`config.mk`:
```
export PLATFORM = sky130hd
export DESIGN_NAME = song_player
export DESIGN_NICKNAME = d
export VERILOG_FILES = /design/src/rtl/song_player.sv
export SDC_FILE = /design/constraint.sdc
export NUM_CORES = 1
export LEC_CHECK = 0
export BUFFER_PORTS_ARGS = -buffer_cell sky130_fd_sc_hd__clkbuf_2
export CAP_MARGIN = 20
export CORE_UTILIZATION = 59
export DETAILED_ROUTE_END_ITERATION = 7
export PLACE_DENSITY = 0.79
export SLEW_MARGIN = 5
export SYNTH_ARGS = -nofsm -noshare
export SYNTH_HDL_FRONTEND = slang
export SYNTH_SLANG_ARGS = --single-unit
```
`constraint.sdc`:
```
create_clock -name clk -period 3.22 [get_ports clk]
set_input_delay 0.644 -clock clk [delete_from_list [all_inputs] [get_ports clk]]
set_output_delay 0.644 -clock clk [all_outputs]
set_load 0.01 [all_outputs]
```
`src/rtl/song_player.sv`:
```
// Song sequencer: walks a song ROM of {beats_m1, note} words and drives a buzzer
// note code and a one-hot key LED, with pause/stop control and an end-of-song pulse.
module song_player #(
   parameter int TICKS_PER_BEAT = 25_000_000,
   parameter int GAP_TICKS      = 2_500_000,
   parameter int SONG_LEN       = 32,
   parameter int ADDR_W         = 5
) (
   input  logic              clk,
   input  logic              rst_n,
   input  logic              start,
   input  logic              pause,
   input  logic              stop,
   output logic [ADDR_W-1:0] rom_addr,
   input  logic [5:0]        rom_data,
   output logic [3:0]        note,
   output logic [7:0]        led,
   output logic              busy,
   output logic              done
);

   // Wide enough for the longest note (4 beats) without wrapping.
   localparam int CNT_W = $clog2(4 * TICKS_PER_BEAT + 1);

   localparam logic [CNT_W-1:0]  GAP_LOAD  = CNT_W'(GAP_TICKS - 1);
   localparam logic [ADDR_W-1:0] LAST_ADDR = ADDR_W'(SONG_LEN - 1);
   localparam logic [3:0]        TERM_CODE = 4'hF;

   typedef enum logic [2:0] {
      S_IDLE,
      S_FETCH,
      S_LOAD,
      S_PLAY,
      S_GAP,
      S_DONE
   } state_e;

   state_e              state_q, state_d;
   logic [ADDR_W-1:0]   addr_q, addr_d;
   logic [CNT_W-1:0]    cnt_q, cnt_d;
   logic [3:0]          code_q, code_d;
   logic [3:0]          note_q, note_d;
   logic [7:0]          led_q, led_d;
   logic                busy_q, busy_d;
   logic                done_q, done_d;

   // Counter preload is one less than the duration: the state ends when it reads zero.
   function automatic logic [CNT_W-1:0] play_load(input logic [1:0] beats_m1);
      case (beats_m1)
         2'd0:    return CNT_W'(TICKS_PER_BEAT - 1);
         2'd1:    return CNT_W'(2 * TICKS_PER_BEAT - 1);
         2'd2:    return CNT_W'(3 * TICKS_PER_BEAT - 1);
         default: return CNT_W'(4 * TICKS_PER_BEAT - 1);
      endcase
   endfunction

   function automatic logic is_key(input logic [3:0] code);
      return (code >= 4'd1) && (code <= 4'd8);
   endfunction

   function automatic logic [3:0] key_note(input logic [3:0] code);
      return is_key(code) ? code : 4'd0;
   endfunction

   function automatic logic [7:0] key_led(input logic [3:0] code);
      return is_key(code) ? (8'd1 << (code - 4'd1)) : 8'd0;
   endfunction

   always_comb begin
      // NOTE: every signal gets a default before the case so no path can infer a latch.
      state_d = state_q;
      addr_d  = addr_q;
      cnt_d   = cnt_q;
      code_d  = code_q;
      note_d  = 4'd0;
      led_d   = 8'd0;
      done_d  = 1'b0;

      if (stop) begin
         state_d = S_IDLE;
         addr_d  = '0;
         cnt_d   = '0;
      end else begin
         case (state_q)
            S_IDLE: begin
               if (start) begin
                  state_d = S_FETCH;
                  addr_d  = '0;
               end
            end

            S_FETCH: state_d = S_LOAD;

            S_LOAD: begin
               code_d = rom_data[3:0];
               if (rom_data[3:0] == TERM_CODE) begin
                  state_d = S_DONE;
                  done_d  = 1'b1;
               end else begin
                  state_d = S_PLAY;
                  cnt_d   = play_load(rom_data[5:4]);
                  note_d  = key_note(rom_data[3:0]);
                  led_d   = key_led(rom_data[3:0]);
               end
            end

            S_PLAY: begin
               led_d = led_q;
               if (!pause) begin
                  if (cnt_q == '0) begin
                     state_d = S_GAP;
                     cnt_d   = GAP_LOAD;
                     led_d   = 8'd0;
                  end else begin
                     cnt_d  = cnt_q - 1'b1;
                     note_d = key_note(code_q);
                  end
               end
            end

            S_GAP: begin
               if (!pause) begin
                  if (cnt_q != '0) begin
                     cnt_d = cnt_q - 1'b1;
                  end else if (addr_q == LAST_ADDR) begin
                     state_d = S_DONE;
                     done_d  = 1'b1;
                  end else begin
                     state_d = S_FETCH;
                     addr_d  = addr_q + 1'b1;
                  end
               end
            end

            S_DONE: begin
               state_d = S_IDLE;
               addr_d  = '0;
            end

            default: state_d = S_IDLE;
         endcase
      end

      busy_d = (state_d != S_IDLE);
   end

   // NOTE: every flop, counters included, is cleared by the async reset so a mid-song
   // reset always lands cleanly in IDLE.
   always_ff @(posedge clk or negedge rst_n) begin
      if (!rst_n) begin
         state_q <= S_IDLE;
         addr_q  <= '0;
         cnt_q   <= '0;
         code_q  <= 4'd0;
         note_q  <= 4'd0;
         led_q   <= 8'd0;
         busy_q  <= 1'b0;
         done_q  <= 1'b0;
      end else begin
         // NOTE: non-blocking updates so every flop samples the pre-edge values.
         state_q <= state_d;
         addr_q  <= addr_d;
         cnt_q   <= cnt_d;
         code_q  <= code_d;
         note_q  <= note_d;
         led_q   <= led_d;
         busy_q  <= busy_d;
         done_q  <= done_d;
      end
   end

   assign rom_addr = addr_q;
   assign note     = note_q;
   assign led      = led_q;
   assign busy     = busy_q;
   assign done     = done_q;

endmodule

```
Word level (Yosys, flattened, before mapping)
Index checks and enable logic that the tools add are counted.
{"block": "totals", "register_bits": 53, "latchBits": 0, "ramBits": 0, "mem_bits_ro": 0, "inputBits": 11, "elab_cells": 89, "n_memories": 0}
{"block": "op_classes", "n_addsub": 3, "multipliers": 0, "div": 0, "magnitude_cmp": 4, "eq_ne": 17, "shift": 1, "muxes": 42, "bitwise_logic": 1, "n_reduce_logical": 13}
{"cell": "27-bit 2-to-1 mux", "count": 6}
{"cell": "27-bit one-hot mux with 3 select lines", "count": 2}
{"cell": "8-bit 2-to-1 mux", "count": 5}
{"cell": "27-bit logical NOT", "count": 1}
{"cell": "27-bit nonzero test", "count": 1}
{"cell": "27-bit by 1-bit subtractor with 27-bit output (second input constant)", "count": 1}
{"cell": "5-bit 2-to-1 mux", "count": 5}
{"cell": "3-bit 2-to-1 mux", "count": 8}
{"cell": "4-bit 2-to-1 mux", "count": 6}
{"cell": "3-bit != test (second input constant)", "count": 8}
{"cell": "8-bit one-hot mux with 2 select lines", "count": 1}
{"cell": "3-bit one-hot mux with 5 select lines", "count": 1}
{"cell": "5-bit one-hot mux with 3 select lines", "count": 1}
{"cell": "5-bit AND reduction", "count": 2}
{"cell": "4-bit by 1-bit greater-or-equal comparator with 1-bit output (second input constant)", "count": 2}
{"cell": "4-bit <= comparator (second input constant)", "count": 2}
{"cell": "4-bit one-hot mux with 2 select lines", "count": 1}
{"cell": "4-bit nonzero test", "count": 2}
{"cell": "1-bit by 4-bit left shift with 8-bit output (first input constant)", "count": 1}
{"cell": "3-bit by 2-bit == test with 1-bit output (second input constant)", "count": 2}
{"cell": "3-bit == test (second input constant)", "count": 2}
{"cell": "5-bit by 1-bit adder with 5-bit output (second input constant)", "count": 1}
{"cell": "5-bit == test (second input constant)", "count": 1}
{"cell": "1-bit 2-to-1 mux", "count": 5}
{"cell": "12 further kinds", "count": 14}

Longest topological paths before layout
Gate-level depths: netlist of run 1.
{"block": "depth", "ltp_word": 7, "ltp_mapped": 9, "depth_no_buf": 8}

Least setup slack after synthesis of run 1
OpenSTA, ideal clock, no wires.
{"block": "synth_timing", "kind": "flip-flop to flip-flop", "startpoint": "reg cnt_q[0]", "endpoint": "reg busy_q (netlist: busy)", "arrival_ns": 2.483, "required_time_ns": 3.089, "slack_ns": 0.605, "stages_incl_launch_ff": 10, "n_path_buf": 1, "period_less_slack_ns": 2.615, "path_cell_list": "dfrtp_1 inv_1 ha_1 or4b_4 or4_4 or2_4 buf_6 o31ai_4 a31oi_1 or3_1"}
{"block": "synth_between", "elab_chain_len": 6, "word_cells_on_any_way": 9, "cone_classes": "mux (6); reduce/logical (3)"}
{"item": "from (decl)", "line": "40", "rtl": "logic [CNT_W-1:0] cnt_q, cnt_d;"}
{"item": "from (signal assigned)", "line": "163", "rtl": "cnt_q <= cnt_d;"}
{"item": "27-bit nonzero test or 27-bit logical NOT (tied branches)", "line": "123, 110"}
{"item": "3-bit 2-to-1 mux, on equally long branches", "line": "123, 110"}
{"item": "3-bit 2-to-1 mux, on equally long branches", "line": "122, 109"}
{"item": "3-bit one-hot mux with 5 select lines (*)", "line": "84", "rtl": "case (state_q)"}
{"item": "3-bit 2-to-1 mux (*)", "line": "79", "rtl": "if (stop) begin"}
{"item": "named net state_d[0]", "line": "38", "rtl": "state_e state_q, state_d;"}
{"item": "3-bit nonzero test (*)", "line": "144", "rtl": "busy_d = (state_d != S_IDLE);"}
{"item": "named net busy_d", "line": "44", "rtl": "logic busy_q, busy_d;"}
{"item": "to (signal assigned)", "line": "167", "rtl": "busy_q <= busy_d;"}
{"item": "to (decl)", "line": "44"}
Mark *: on every way through the listed nets, which the timed path passes. The rest lies on a longest branch.
A chain may end at the register's enable or synchronous reset.

Worst setup path after layout of run 1
{"block": "layout_timing", "startpoint": "reg cnt_q[0]", "endpoint": "reg cnt_q[0]"}
{"block": "layout_between", "elab_chain_len": 5, "word_cells_on_any_way": 11, "cone_classes": "add/sub (1); eq/ne (1); mux (6); reduce/logical (3)"}
{"item": "27-bit by 1-bit subtractor with 27-bit output or 27-bit logical NOT (tied branches)", "line": "115, 124, 110"}
{"item": "27-bit 2-to-1 mux, on equally long branches", "line": "123, 110"}
{"item": "27-bit 2-to-1 mux, on equally long branches", "line": "122, 109"}
{"item": "27-bit one-hot mux with 3 select lines", "line": "84"}
{"item": "27-bit 2-to-1 mux", "line": "79"}
Several ways; a longest one is shown, not always the timed one. The select of a mux whose other input is x is not followed.

==> results.json, run 1 <==
{
  "clock_sink_count": 53,
  "tightest_slew_ns": 0.9215,
  "groute.usage.overall": 0.3275,
  "worstPathRequired_ns": 3.45,
  "port_buffers": 29,
  "stdcell_count": 459,
  "cp.arrival_ns": 3.19,
  "max-cap-violations": 0,
  "worstPathBufferInverterCount": 2,
  "power_leakage_nw": 1.624,
  "powerDensity_nw_per_um2": 507.2,
  "floorplan.initialDensity": 0.6202,
  "critical_path.max_fanout": 7,
  "asyncSetResetFlopFracSynth": 1.000,
  "setup_tns_ns": 0,
  "worst_path_largest_cell_delay_ns": 0.50,
  "crit_path_end_kind": "flip-flop",
  "cts-root-to-sink-buffers": 2,
  "detailedRoute.firstPassIterationCount": 5,
  "finalWirelength_mm": 8.712,
  "globalRoute.totalOverflow": 0,
  "critical_path_type": "reg2reg",
  "root_buffer": "clkbuf_8",
  "p_total_mw": 1.803,
  "worst_setup_skew_after_layout_ns": 0.008582,
  "hold_path.class": "in2async",
  "synthCells": 357,
  "period_needed_ns": 2.955,
  "drt-initial-drc-count": 265,
  "path_cells": "inv_1 > ha_1 > or4b_4 > or4_4 > nor2_2 > o21ai_0 > clkbuf_2 > a21o_1 > o21ai_0",
  "finalWorstSetupSlack_ns": 0.2646,
  "dominant_register_cell_in_the_synthesized_netlist": "dfrtp_1",
  "synth_top_cell_area_share": 0.4134,
  "fin_area_um2": 3555,
  "syn_area_um2": 3208,
  "postRouteAntennaNets": 0,
  "share_of_the_yosys_chip_area_belonging_to_registers": 0.4134,
  "ioPinCount": 30,
  "worst_path_max_delay_cell": "or4b_4",
  "fp.dieArea_um2": 5737,
  "rows": 26,
  "dp.final_hpwl_mm": 6.210,
  "number_of_buffers_created_by_cts": 5,
  "cts_htree_levels": 2,
  "finalSetupViolCount": 0,
  "net_count_reported_at_finish": 409,
  "setup_crit_start_kind": "flip-flop",
  "diodes": 0,
  "count_of_flip_flops_with_a_built_in_enable_after_synthesis": 0,
  "finalHoldViolations": 0,
  "timing.critical_path.max_delay_family": "simple AND/OR/NAND/NOR gates",
  "cts-resized-gates": 0,
  "routed_vias_inst": 6.719,
  "routedWlPerCell_um": 18.98,
  "run_status": "finished, final reports clean",
  "gp_congestion": 0.9625,
  "cts_setup_buffers": 0,
  "postSynthNetCount": 378,
  "rsz_0062_raised_after_global_routing": "false",
  "chipHeight_um": 75.74,
  "placed_cells": 450,
  "clkTransAtPathRegs_ns": 0.11,
  "cell_occurring_most_often_along_the_worst_timing_path": "o21ai_0",
  "synth_area_leaders": "dfrtp_1, o21ai_0, a22o_1",
  "synth.largest_area_cell": "dfrtp_1",
  "via_count": 3084,
  "area_growth_syn_to_layout_pct": 10.80,
  "latest_clock_arrival_within_the_worst_skew_pair_ns": 0.33,
  "drive_above_1_share": 0.1671,
  "tritoncts_clock_tree": "yes",
  "fmaxAchievable_ghz": 0.3384,
  "postSynthRegisterBits": 53,
  "place_worst_setup_slack_ns": 0.2484,
  "drc": 0,
  "timing.final.crit_share": 0.9178,
  "die_width_um": 75.74,
  "relative_max_transition_margin": 0.3810,
  "grt_antenna_before_repair": 0,
  "synth_cell_types": 59,
  "via_count_of_the_first_global_routing_pass": 2898,
  "yosysWarningCount": 0,
  "grt_pass1_wl_mm": 13.81,
  "hold_buffers": 0,
  "worst_ir_drop_vdd_uv": 330.1,
  "syn_area_per_cell_um2": 8.986,
  "pin_count_of_the_biggest_net_entering_global_routing": 39,
  "maxSlewViolCount": 0,
  "post_dp_cell_area_um2": 3458,
  "placeableCoreArea_um2": 5172
}
## power by group
group / internal [mW] / switching [mW]
logic: 0.228 / 0.391
registers: 0.721 / 0.0585
clock network: 0.155 / 0.250
## per-layer routing
metal  up-vias  wire length, µm  GRT usage
met5         -                0          0
li1       1405                -          -
met4         0              233     0.1543
met2       157             4024     0.5054
met1      1496             3754     0.4401
met3        26              700    0.06878
## cells in the final DEF, fill, tap and decap left out, types with 2 or more instances in the layout
| cell type | n |
|---|---|
| and2_1 | 2 |
| o21a_1 | 3 |
| nor3_1 | 13 |
| nor2_1 | 33 |
| clkbuf_2 | 30 |
| clkbuf_8 | 5 |
| a32o_1 | 7 |
| a22o_1 | 15 |
| nor4_1 | 6 |
| nand4_1 | 5 |
| o22ai_1 | 2 |
| mux2_2 | 4 |
| o41ai_1 | 4 |
| a211oi_1 | 5 |
| and3_1 | 7 |
| or3_1 | 6 |
| ha_1 | 10 |
| buf_4 | 9 |
| a31oi_1 | 4 |
| nor3b_1 | 4 |
| inv_1 | 13 |
| clkinv_4 | 2 |
| nand2b_1 | 3 |
| a21oi_1 | 13 |
| nand2_1 | 27 |
| a21o_1 | 7 |
| o21ai_0 | 41 |
| or4_4 | 2 |
| o31ai_1 | 5 |
| dfrtp_1 | 53 |
| nand3_1 | 16 |
| a311oi_1 | 2 |
| nor2b_1 | 2 |
## logic make-up (layout without fill, tap and decap cells)
| kind of cell | count (synthesis) | in the layout | share of synthesized area |
|---|---|---|---|
| buffers and inverters | 29 | 61 | 0.03705 |
| multiplexers | 4 | 4 | 0.01404 |
| flip-flops | 53 | 53 | 0.4134 |
| XOR/XNOR | 2 | 2 | 0.005461 |
| AND/OR/NAND/NOR | 138 | 138 | 0.2293 |
| adder cells (fa/ha/maj) | 10 | 10 | 0.03900 |
| AO/OA/AOI/OAI | 121 | 121 | 0.2617 |
## worst register-to-register path, stage by stage (launching register included)
cell and delay, ns:
dfrtp_1 0.43, inv_1 0.11, ha_1 0.18, or4b_4 0.51
or4_4 0.45, nor2_2 0.30, o21ai_0 0.33, clkbuf_2 0.26
a21o_1 0.21, o21ai_0 0.09
## sequential cells by signal, summed over array words and instances, names as in the netlist
register	flops
cnt_q	27
led	8
rom_addr	5
code_q	4
note	4
state_q	3
busy	1
done	1
## worst paths after layout
check	start	endpoint	slack, ns	cells past startpoint
setup / recovery	cnt_q[0]	cnt_q[0]	0.26	9
hold / removal	rst_n	cnt_q[19]	0.23	1
setup reg to reg	cnt_q[0]	cnt_q[0]	0.26	9
hold reg to reg	led[3]	led[3]	0.51	1
max in group asynchronous	rst_n	state_q[0]	2.15	2
min in group clk	led[3]	led[3]	0.51	1
## synthesized netlist by cell type, types with 10 or more instances
| cell type | instances |
|---|---|
| nand3_1 | 16 |
| nor3_1 | 13 |
| ha_1 | 10 |
| clkbuf_1 | 13 |
| a22o_1 | 15 |
| a21oi_1 | 13 |
| nand2_1 | 27 |
| nor2_1 | 33 |
| o21ai_0 | 41 |
| inv_1 | 13 |
| dfrtp_1 | 53 |
## layout make-up
class | count | area, µm²
Inverter | 13 | 48.80
Tap cell | 70 | 87.58
Fill cell | 423 | 1618
Multi-Input combinational cell | 275 | 1763
Sequential cell | 53 | 1326
Clock buffer | 5 | 68.82
Timing Repair Buffer | 40 | 237.7
Clock inverter | 3 | 22.52
## stage by stage
stage	utilization	hold WS, ns
3_5_place_dp	0.6686	0.4940
5_1_grt	0.6872	0.2713
2_1_floorplan	-	0.3484
6_report	0.6872	0.2284
3_3_place_gp	0.6686	0.4799
4_1_cts	0.6863	0.2529
(Power assumes the default switching activity.)
==> run 2, diff against run 1 <==
--- a/config.mk
+++ b/config.mk
@@ -5,11 +5,12 @@
 export SDC_FILE = /design/constraint.sdc
 export NUM_CORES = 1
 export LEC_CHECK = 0
-export BUFFER_PORTS_ARGS = -buffer_cell sky130_fd_sc_hd__clkbuf_2
+export BUFFER_PORTS_ARGS = -buffer_cell sky130_fd_sc_hd__buf_2
 export CAP_MARGIN = 20
 export CORE_UTILIZATION = 59
 export DETAILED_ROUTE_END_ITERATION = 7
 export PLACE_DENSITY = 0.79
+export SKIP_CTS_REPAIR_TIMING = 1
 export SLEW_MARGIN = 5
 export SYNTH_ARGS = -nofsm -noshare
 export SYNTH_HDL_FRONTEND = slang
==> results.json, run 2 (same netlist as run 1, synthesis figures left out) <==
{
  "latest_clock_arrival_within_the_worst_skew_pair_ns": 0.31,
  "hold_path.class": "in2async",
  "path_cells": "inv_1 > ha_1 > or4b_4 > or4_4 > or2_4 > o21ai_4 > o21ai_0 > a22o_1",
  "timing.critical_path.depth": 8,
  "number_of_flip_flops_under_the_largest_register_name": 27,
  "gp_congestion": 0.9790,
  "worst_path_max_delay_cell": "or4b_4",
  "seqCellArea_um2": 1326,
  "worst_r2r_path_depth": 8,
  "drc": 0,
  "worst_setup_skew_after_layout_ns": 0.007492,
  "grt_pass1_wl_mm": 14.03,
  "r2r_slack_ns": 0.44,
  "area_growth_syn_to_layout_pct": 10.37,
  "timing.final.crit_share": 0.8639,
  "worst_path_largest_cell_delay_ns": 0.50,
  "routedWlPerCell_um": 19.14,
  "clock_sink_count": 53,
  "regMostFlops": "cnt_q",
  "finalSetupViolCount": 0,
  "number_of_buffers_created_by_cts": 5,
  "fmaxAchievable_ghz": 0.3595,
  "setup_crit_start_kind": "flip-flop",
  "tritoncts_clock_tree": "yes",
  "pin_count_of_the_biggest_net_entering_global_routing": 24,
  "critical_path_type": "reg2reg",
  "finalHoldViolations": 0,
  "drive_above_1_share": 0.1667,
  "mostFrequentLayoutCells": "dfrtp_1, o21ai_0, nor2_1",
  "grt_antenna_before_repair": 0,
  "fp.dieArea_um2": 5737,
  "cts_htree_levels": 2,
  "dp.final_hpwl_mm": 6.205,
  "postRouteAntennaNets": 0,
  "ioPinCount": 30,
  "die_width_um": 75.74,
  "cts-root-to-sink-buffers": 2,
  "finalWirelength_mm": 8.805,
  "critical_path.max_fanout": 12,
  "crit_path_end_kind": "flip-flop",
  "via_count_of_the_first_global_routing_pass": 2904,
  "floorplan.initialDensity": 0.6202,
  "tightest_slew_ns": 0.9282,
  "via_count": 3166,
  "chipHeight_um": 75.74,
  "maxSlewViolCount": 0,
  "net_count_reported_at_finish": 410,
  "relative_max_transition_margin": 0.3765,
  "powerDensity_nw_per_um2": 496.9,
  "nFillCells": 414,
  "port_buffers": 29,
  "diodes": 0,
  "root_buffer": "clkbuf_8",
  "layout.cells.most_common": "dfrtp_1",
  "rows": 26,
  "power_leakage_nw": 1.637,
  "utilization": 0.6846,
  "rsz_0062_raised_after_global_routing": "false",
  "globalRoute.totalOverflow": 0,
  "placeableCoreArea_um2": 5172,
  "setup_tns_ns": 0,
  "timing.critical_path.max_delay_family": "simple AND/OR/NAND/NOR gates",
  "drt-initial-drc-count": 352,
  "max-cap-violations": 0,
  "clkTransAtPathRegs_ns": 0.09,
  "worstPathBufferInverterCount": 1,
  "worst_ir_drop_vdd_uv": 323.3,
  "routed_vias_inst": 6.883,
  "run_status": "finished, final reports clean",
  "detailedRoute.firstPassIterationCount": 5,
  "period_needed_ns": 2.782,
  "cp.arrival_ns": 2.98,
  "worstPathRequired_ns": 3.42,
  "groute.usage.overall": 0.3285,
  "multi_input_area_um2": 1763
}
[run 2: cell count changes in the layout (fill, tap and decap cells not counted)]
cell      previous run  this run
buf_2                0        30
clkbuf_2            30         0
buf_4                9        11
clkinv_4             2         0
buf_12               1         0
clkbuf_1             0         1
clkinv_2             1         2
[run 2: report_power, final]
part           switching, mW  internal, mW
clock                  0.216         0.151
combinational          0.397         0.216
sequential            0.0581         0.720
[run 2: routing by layer]
layer  track usage  wire length [µm]
met5             0                 0
met2        0.4897              4015
met1        0.4584              3785
met4        0.1440               210
met3       0.07275               793
[run 2: final cells by class]
cell class	count	share of cell area
inverters	13	0.01378
flip-flops and latches	53	0.3746
well taps	70	0.02473
repair buffers	41	0.06572
clock buffers	6	0.02049
multi-input cells	275	0.4979
clock inverters	2	0.002827
[run 2: metrics by stage]
| step | instances | power, mW | setup slack [ns] | instance area [µm²] | hold WS [ns] |
|---|---|---|---|---|---|
| after floorplan | 357 | 1.199 | 0.6054 | 3208 | 0.3484 |
| after global placement | 451 | 1.370 | 0.5547 | 3453 | 0.4750 |
| after detailed placement | 451 | 1.373 | 0.4952 | 3453 | 0.4884 |
| after CTS | 459 | 1.737 | 0.4881 | 3536 | 0.3085 |
| after global routing | 460 | 1.851 | 0.3514 | 3541 | 0.3220 |
| final | 460 | 1.760 | 0.4381 | 3541 | 0.2919 |
[run 2: path summary, 6_finish.rpt]
kind                           from        end
max reg2reg                cnt_q[0]  cnt_q[21]
max                        cnt_q[0]  cnt_q[21]
min reg2reg                  led[6]     led[6]
max in group asynchronous     rst_n   cnt_q[1]
min in group clk             led[6]     led[6]
min                           rst_n  cnt_q[20]
